**config.mk**
```make
export PLATFORM = sky130hd
export DESIGN_NAME = data_mem_lsu
export DESIGN_NICKNAME = d
export VERILOG_FILES = /design/src/rtl/data_mem_lsu.sv
export SDC_FILE = /design/constraint.sdc
export NUM_CORES = 1
export LEC_CHECK = 0
export BUFFER_PORTS_ARGS = -buffer_cell sky130_fd_sc_hd__buf_2
export CORE_MARGIN = 2
export CORE_UTILIZATION = 51
export CTS_BUF_LIST = sky130_fd_sc_hd__clkbuf_8
export CTS_CLUSTER_DIAMETER = 120
export DETAILED_ROUTE_END_ITERATION = 16
export PLACE_DENSITY_LB_ADDON = 0.08
export SLEW_MARGIN = 20
export SYNTH_ARGS = -nofsm -noshare
export SYNTH_HDL_FRONTEND = slang
export SYNTH_SLANG_ARGS = --single-unit
```
**constraint.sdc**
```tcl
create_clock -name clk -period 3.1 [get_ports clk]
set_input_delay 0.465 -clock clk [delete_from_list [all_inputs] [get_ports clk]]
set_output_delay 0.465 -clock clk [all_outputs]
set_load 0.03 [all_outputs]
```
**src/rtl/data_mem_lsu.sv**
```systemverilog
// data_mem_lsu: load/store unit for a word-wide single-port data memory.
// Handles byte/half extraction on loads and read-modify-write for sub-word stores.
module data_mem_lsu #(
    parameter int ADDR_WIDTH = 32,
    parameter int DATA_WIDTH = 32,
    parameter int NUM_WORDS  = 128
) (
    input  logic                  clk,
    input  logic                  rst_n,
    input  logic                  req_valid,
    output logic                  req_ready,
    input  logic                  req_we,
    input  logic [2:0]            req_funct3,
    input  logic [ADDR_WIDTH-1:0] req_addr,
    input  logic [DATA_WIDTH-1:0] req_wdata,
    output logic [DATA_WIDTH-1:0] rdata,
    output logic                  rdata_valid,
    output logic                  err,
    output logic                  mem_request,
    output logic                  mem_we,
    output logic [ADDR_WIDTH-1:0] mem_addr,
    output logic [DATA_WIDTH-1:0] mem_wdata,
    input  logic [DATA_WIDTH-1:0] mem_rdata
);
    typedef enum logic [1:0] {IDLE, LD_RESP, RMW_WRITE} state_t;
    localparam logic [ADDR_WIDTH-1:0] NUM_IDX = ADDR_WIDTH'(NUM_WORDS);

    state_t                state_q, state_d;
    logic                  err_q, err_d;
    logic [1:0]            off_q, off_d;
    logic [2:0]            f3_q, f3_d;
    logic [ADDR_WIDTH-1:0] idx_q, idx_d;
    logic [DATA_WIDTH-1:0] wdata_q, wdata_d;

    logic [ADDR_WIDTH-1:0] req_idx;
    logic                  misaligned, illegal, bad;
    logic [4:0]            sh;
    logic [DATA_WIDTH-1:0] lane, ext, mask, merged;

    assign req_idx    = {2'b00, req_addr[ADDR_WIDTH-1:2]};
    assign misaligned = (req_funct3[1:0] == 2'd1 && req_addr[0]) ||
                        (req_funct3[1:0] == 2'd2 && req_addr[1:0] != 2'b00);
    assign illegal    = req_we ? (req_funct3 > 3'd2)
                               : (req_funct3[1:0] == 2'd3 || req_funct3 == 3'd6);
    assign bad        = misaligned || illegal || (req_idx >= NUM_IDX);

    // Lane offset in bits; words are aligned, so their shift is always zero.
    assign sh     = (f3_q[1:0] == 2'd0) ? {off_q, 3'b000} : {off_q[1], 4'b0000};
    assign lane   = mem_rdata >> sh;
    assign ext    = (f3_q[1:0] == 2'd0) ? {{24{~f3_q[2] & lane[7]}}, lane[7:0]}
                  : (f3_q[1:0] == 2'd1) ? {{16{~f3_q[2] & lane[15]}}, lane[15:0]}
                  : lane;
    assign mask   = ((f3_q[1:0] == 2'd0) ? 32'h0000_00FF : 32'h0000_FFFF) << sh;
    assign merged = (mem_rdata & ~mask) | ((wdata_q << sh) & mask);

    assign req_ready = (state_q == IDLE);
    assign err       = err_q;

    always_comb begin
        state_d     = state_q;
        err_d       = 1'b0;
        off_d       = off_q;
        f3_d        = f3_q;
        idx_d       = idx_q;
        wdata_d     = wdata_q;
        rdata       = '0;
        rdata_valid = 1'b0;
        mem_request = 1'b0;
        mem_we      = 1'b0;
        mem_addr    = '0;
        mem_wdata   = '0;
        if (rst_n) begin
            case (state_q)
                IDLE: if (req_valid) begin
                    if (bad) begin
                        err_d = 1'b1;
                    end else begin
                        mem_request = 1'b1;
                        mem_addr    = req_idx;
                        off_d       = req_addr[1:0];
                        f3_d        = req_funct3;
                        idx_d       = req_idx;
                        wdata_d     = req_wdata;
                        if (!req_we) begin
                            state_d = LD_RESP;
                        end else if (req_funct3 == 3'd2) begin
                            mem_we    = 1'b1;
                            mem_wdata = req_wdata;
                        end else begin
                            state_d = RMW_WRITE;
                        end
                    end
                end
                LD_RESP: begin
                    rdata_valid = 1'b1;
                    rdata       = ext;
                    state_d     = IDLE;
                end
                RMW_WRITE: begin
                    mem_request = 1'b1;
                    mem_we      = 1'b1;
                    mem_addr    = idx_q;
                    mem_wdata   = merged;
                    state_d     = IDLE;
                end
                default: state_d = IDLE;
            endcase
        end
    end

    always_ff @(posedge clk) begin
        if (!rst_n) begin
            state_q <= IDLE;
            err_q   <= 1'b0;
            off_q   <= '0;
            f3_q    <= '0;
            idx_q   <= '0;
            wdata_q <= '0;
        end else begin
            state_q <= state_d;
            err_q   <= err_d;
            off_q   <= off_d;
            f3_q    <= f3_d;
            idx_q   <= idx_d;
            wdata_q <= wdata_d;
        end
    end
endmodule

```
### Word-level counts from Yosys, hierarchy flattened

Index checks and enable logic that the tools add are counted.

| storage, ports and cells | value |
|---|---|
| register bits | 70 |
| logic and storage cells | 73 |

| operators by class | value |
|---|---|
| magnitude comparators | 2 |
| equality and inequality tests | 9 |
| shifts and indexed selects | 3 |
| mux-type cells | 32 |
| bitwise operators | 8 |
| reduce and logical (&&, ||, !) cells | 13 |

Operators with widths:

| kind | number |
|---|---|
| 32-bit 2-to-1 mux | 9 |
| 30-bit 2-to-1 mux | 3 |
| 32-bit AND | 2 |
| 32-bit one-hot mux with 2 select lines | 1 |
| 30-bit one-hot mux with 2 select lines | 1 |
| 32-bit inverter | 1 |
| 32-bit bitwise OR | 1 |
| 16-bit by 5-bit left shift with 32-bit output | 1 |
| 32-bit by 5-bit left shift with 32-bit output | 1 |
| 32-bit by 5-bit >> shifter with 32-bit output | 1 |
| 30-bit by 8-bit >= comparator with 1-bit output (second input constant) | 1 |
| 16-bit 2-to-1 mux | 1 |
| 1-bit 2-to-1 mux | 12 |
| 3-bit AND reduction | 3 |
| 2-bit by 1-bit == test with 1-bit output (second input constant) | 3 |
| 2-bit == test (second input constant) | 3 |
| 2-bit logical NOT | 2 |
| 1-bit logical OR | 4 |
| 2-bit 2-to-1 mux | 2 |
| 4-bit 2-to-1 mux | 1 |
| 1-bit one-hot mux with 2 select lines | 2 |
| 3-bit by 2-bit == test with 1-bit output (second input constant) | 1 |
| 3-bit == test (second input constant) | 1 |
| 3-bit by 2-bit greater-than comparator with 1-bit output (second input constant) | 1 |
| other kinds (6) | 9 |

### Depth between registers and ports, before layout

| logic depth | value |
|---|---|
| word-level depth | 9 |
| gate-level depth with buffers | 7 |
| mapped depth without buffers | 4 |

### Worst setup path before layout

Ideal clock, no wire load.

| timing | value |
|---|---|
| path kind | input-to-output |
| start | input port rst_n |
| end | output port rdata[29] |
| data arrival time | 2350 ps |
| required time | 2635 ps |
| slack | 285 ps |
| stages | 5 |
| cells stage by stage | nand2_1 > nor2_1 > o21ai_1 > clkbuf_1 > nor3_1 |

| between the ends | value |
|---|---|
| cells in the longest elaborated chain, start to end | 1 |

Ends and longest elaborated chain:

| element | line | source |
|---|---|---|
| start, declared | 9 | `input logic rst_n,` |
| 32-bit 2-to-1 mux | 72 | `if (rst_n) begin` |
| end, declared | 16 | `output logic [DATA_WIDTH-1:0] rdata,` |

Every way passes these cells.

### Worst setup path after layout

| timing | value |
|---|---|
| start | register f3_q[0] |
| end | output port mem_wdata[24] |

| between the ends | value |
|---|---|
| cells in the longest elaborated chain, start to end | 8 |
| elaborated cells on any way between the ends | 11 |

Ends and longest elaborated chain:

| element | line | source |
|---|---|---|
| start, declared | 31 | `logic [2:0] f3_q, f3_d;` |
| start signal, assigned | 116 | `f3_q <= '0;` |
| start signal, assigned | 123 | `f3_q <= f3_d;` |
| 2-bit logical NOT * | 48, 53 |  |
| 16-bit 2-to-1 mux or 4-bit 2-to-1 mux (tied branches) | 53, 48 |  |
| 16-bit by 5-bit left shift with 32-bit output | 53 | `assign mask = ((f3_q[1:0] == 2'd0) ? 32'h0000_00FF : 32'h0000_FFFF) << sh;` |
| 32-bit inverter | 54 | `assign merged = (mem_rdata & ~mask) \| ((wdata_q << sh) & mask);` |
| 32-bit AND | 54 |  |
| 32-bit bitwise OR * | 54 |  |
| 32-bit one-hot mux with 2 select lines * | 73 | `case (state_q)` |
| 32-bit 2-to-1 mux * | 72 |  |
| end, declared | 22 | `output logic [DATA_WIDTH-1:0] mem_wdata,` |

Mark *: on every way between the ends. The rest lies on a longest branch, timed or not.

==> results_tabular.tex <==
\begin{tabular}{lr}
\hline
Metric & Value \\
\hline
\multicolumn{2}{l}{\textbf{Die}} \\
Die Y-Extent & 91.8 um \\
\# IOs & 204 \\
Initial core utilization & slightly above 50\% \\
Die outline width & 91.8 um \\
Core area & 0.00761 mm2 \\
Standard-cell rows & 32 \\
Die ar. & around 0.0084 mm2 \\
\multicolumn{2}{l}{\textbf{Job}} \\
Count of max-cap constraint violations & 0 \\
\multicolumn{2}{l}{\textbf{Drt}} \\
Remaining design rule violation count & 0 \\
Detail Route Antenna Nets & 0 \\
Total routed wirelength & approximately 13000 um \\
DR iter-0 viols & 326 \\
Initial DRT Pass Iterations & 5 \\
Post-detailed-route via-to-cell ratio & 5.87 \\
Avg WL per Cell & approximately 17 um \\
Via count & 4554 \\
\multicolumn{2}{l}{\textbf{Clocking}} \\
TritonCTS clock tree & built \\
Clock slew at the register clock pins of the worst setup and hold paths & 0.11 ns \\
\# hold bufs at CTS & 0 \\
CTS Buffer Depth & 2 \\
Clock root buffer & sky130\_fd\_sc\_hd\_\_clkbuf\_8 \\
Clock sink total & 54 \\
Clock latency on the worst-skew pair & 0.31 ns \\
Clock H-tree levels & 2 \\
Number of CTS-inserted buffers & 5 \\
\multicolumn{2}{l}{\textbf{STA}} \\
Number of endpoints with negative hold slack in the final report & 0 \\
RSZ-0062 raised after global routing & no \\
Setup\_tns & 0 ns \\
Setup skew after layout & approximately 0.011 ns \\
Least setup slack across all paths after layout & 0.198 ns \\
Max frequency & approximately 0.34 GHz \\
Final number of setup-violating endpoints & 0 \\
Pins Over Slew Limit & 0 \\
Worst-Margin Slew & 0.813 ns \\
Crit path time final & between 2 and 3 ns \\
Smallest hold slack & around 0.36 ns \\
Period Utilization, post-route & a little over nine tenths \\
Relative slew slack & 45.8\% \\
\multicolumn{2}{l}{\textbf{Hold path}} \\
Type of the tightest min-delay check & in -> reg \\
\multicolumn{2}{l}{\textbf{Critical path}} \\
Arrival time at the worst endpoint & 2.44 ns \\
Largest stage delay on the critical path & 0.52 ns \\
Delay-heaviest family, CP & compound AO/OA/AOI/OAI gates \\
Critical setup path kind & reg -> out \\
Startpoint type of the worst setup path & flop \\
Largest fanout on the critical path & 32 \\
Cell with the biggest individual delay on the critical path & sky130\_fd\_sc\_hd\_\_dfxtp\_1 \\
Data required, critical path & 2.63 ns \\
CP cell instances & or3b\_1 > buf\_4 > nand2\_1 > a311oi\_1 > a31o\_2 > buf\_2 \\
CP Capture Type & primary output \\
Buffers plus inverters on the worst setup path & 2 \\
\multicolumn{2}{l}{\textbf{Layout}} \\
Most common library cell in the layout ignoring fill and taps & sky130\_fd\_sc\_hd\_\_buf\_2 \\
Finished Core Util & between 60\% and 70\% \\
Layout cells sized above 1 & between 40\% and 50\% \\
Non-filler instance count after layout & 776 \\
Antenna diodes & 0 \\
Leading cell types in the layout, fill and taps excluded & 201 x sky130\_fd\_sc\_hd\_\_buf\_2, 85 x sky130\_fd\_sc\_hd\_\_nand2\_1, 54 x sky130\_fd\_sc\_hd\_\_dfxtp\_1 \\
Relative area change from synthesis to final layout & 29.8\% \\
Layout Cell Area excl Fill & 0.00510 mm2 \\
Net count reported at finish & between 700 and 800 \\
\multicolumn{2}{l}{\textbf{Yosys}} \\
Post-synthesis area per instance & 7.89 um2 \\
Async set-or-reset flop fraction in the synthesized netlist & 0\% \\
Top FF cell, synth & sky130\_fd\_sc\_hd\_\_dfxtp\_1 \\
Synthesized netlist cell count & 498 \\
Number of enable-type register cells in the synthesized netlist & 0 \\
Post-synthesis register bit count & 54 \\
Unique cell type count in the Yosys netlist & 46 \\
Synthesis Warnings & 0 \\
Share of the yosys chip area belonging to registers & 27.5\% \\
Post-synth design cell area & 0.00393 mm2 \\
\multicolumn{2}{l}{\textbf{Placement}} \\
Placed Cells & 768 \\
Placement-stage worst setup slack & 0.358 ns \\
Weighted congestion at the end of routability-driven global placement & 0.925 \\
Area post-placement & 0.00499 mm2 \\
Port Buffers & 201 \\
DPL Wire Length & 10000 um \\
\multicolumn{2}{l}{\textbf{Power}} \\
Leak Pwr & 2.71 nW \\
Cell Int Power & 0.940 mW \\
VDD IR-drop max & approximately 0.26 mV \\
Fraction of power consumed by combinational cells & 12.9\% \\
Power share of the clock group & roughly a third \\
Flop pwr share & 53.8\% \\
Switching power of the nets & 0.350 mW \\
Total power after layout & roughly 1.3 mW \\
Switching share of power & 27.1\% \\
Ratio of total power to cell area & about 250 mW/mm2 \\
\multicolumn{2}{l}{\textbf{GRT}} \\
Wire length of the first global-routing pass & 20400 um \\
Vias in the first global route & 4234 \\
Tot GR Track Use & between 20\% and 30\% \\
Aggregate global routing overflow & 0 \\
Number of antenna violations at the first check in global routing & 0 \\
Maximum number of pins on one net before global-route repair & 80 \\
\multicolumn{2}{l}{\textbf{Status}} \\
Outcome & complete, no violations \\
\hline
\end{tabular}
==> power groups by stage <==
stage | logic, mW | registers, mW | clock network (mW)
floorplan | 0.0657 | 0.712 | 0
global placement | 0.162 | 0.710 | 0
detailed placement | 0.164 | 0.710 | 0
CTS | 0.165 | 0.694 | 0.441
global route | 0.180 | 0.695 | 0.467
finish | 0.166 | 0.694 | 0.429
==> state kept, by name, indices dropped and copies added (netlist names) <==
register	cells
err	1
f3_q	3
state_q	2
wdata_q	16
off_q	2
idx_q	30
==> Yosys cell counts (4+ instances only) <==
cell / number / share of area, %
sky130_fd_sc_hd__a21oi_1: 24 / 3.1
sky130_fd_sc_hd__nor4_1: 4 / 0.64
sky130_fd_sc_hd__and2_1: 8 / 1.3
sky130_fd_sc_hd__mux2i_1: 38 / 9.7
sky130_fd_sc_hd__mux4_2: 8 / 4.6
sky130_fd_sc_hd__buf_1: 4 / 0.38
sky130_fd_sc_hd__buf_4: 5 / 0.95
sky130_fd_sc_hd__o21ai_0: 26 / 3.3
sky130_fd_sc_hd__a21boi_0: 16 / 3.1
sky130_fd_sc_hd__dfxtp_1: 54 / 27
sky130_fd_sc_hd__nor2_1: 13 / 1.2
sky130_fd_sc_hd__nand2_1: 85 / 8.1
sky130_fd_sc_hd__a31o_2: 22 / 4.9
sky130_fd_sc_hd__a311oi_1: 9 / 2.0
sky130_fd_sc_hd__a32o_1: 7 / 1.8
sky130_fd_sc_hd__and3_1: 49 / 7.8
sky130_fd_sc_hd__o21ba_2: 8 / 2.0
sky130_fd_sc_hd__clkbuf_1: 36 / 3.4
sky130_fd_sc_hd__a311o_1: 7 / 1.8
sky130_fd_sc_hd__nor3_1: 19 / 2.4
sky130_fd_sc_hd__buf_2: 9 / 1.1
sky130_fd_sc_hd__nand3_1: 17 / 2.2
==> routing by layer <==
| metal | wire length [um] | global-route usage, % |
|---|---|---|
| met1 | 5390 | 36.5 |
| met2 | 6500 | 53.0 |
| met3 | 1000 | 5.01 |
| met4 | 321 | 8.58 |
| met5 | 0 | 0 |
==> cell type report <==
class                           count  area, um2
Clock buffer                        5       68.8
Clock inverter                      3       28.8
Fill cell                         709       2500
Inverter                            1       3.75
Multi-Input combinational cell    387       2620
Sequential cell                    54       1080
Tap cell                          102        128
Timing Repair Buffer              224       1180
==> what timing repair did <==
item / 4_1_cts / 5_1_grt
gates resized for setup: 0 / 2
buffers inserted: 0 / 0
endpoints found under the setup margin: 0 / 3
==> logic make-up (layout without fill, tap and decap cells) <==
logic type | after synthesis | count (layout) | synth area share [%]
muxes | 46 | 46 | 14.3
other | 1 | 2 | 0.0954
and+or+nand+nor | 212 | 212 | 27.2
buffers and inverters | 58 | 233 | 6.87
DFF | 54 | 54 | 27.5
AOI/OAI and AO/OA | 127 | 127 | 24.1
==> final timing paths <==
kind / from / to / slack (ns) / cells after the start
setup / recovery: f3_q[0]$_SDFFE_PN0P_ / mem_wdata[24] / 0.20 / 6
hold / removal: req_we / state_q[0]$_SDFFE_PN0P_ / 0.36 / 2
setup reg to reg: state_q[1]$_SDFFE_PN0P_ / wdata_q[9]$_SDFFE_PN0P_ / 0.96 / 5
hold reg to reg: wdata_q[15]$_SDFFE_PN0P_ / wdata_q[15]$_SDFFE_PN0P_ / 0.47 / 2
(Power assumes the default switching activity.)
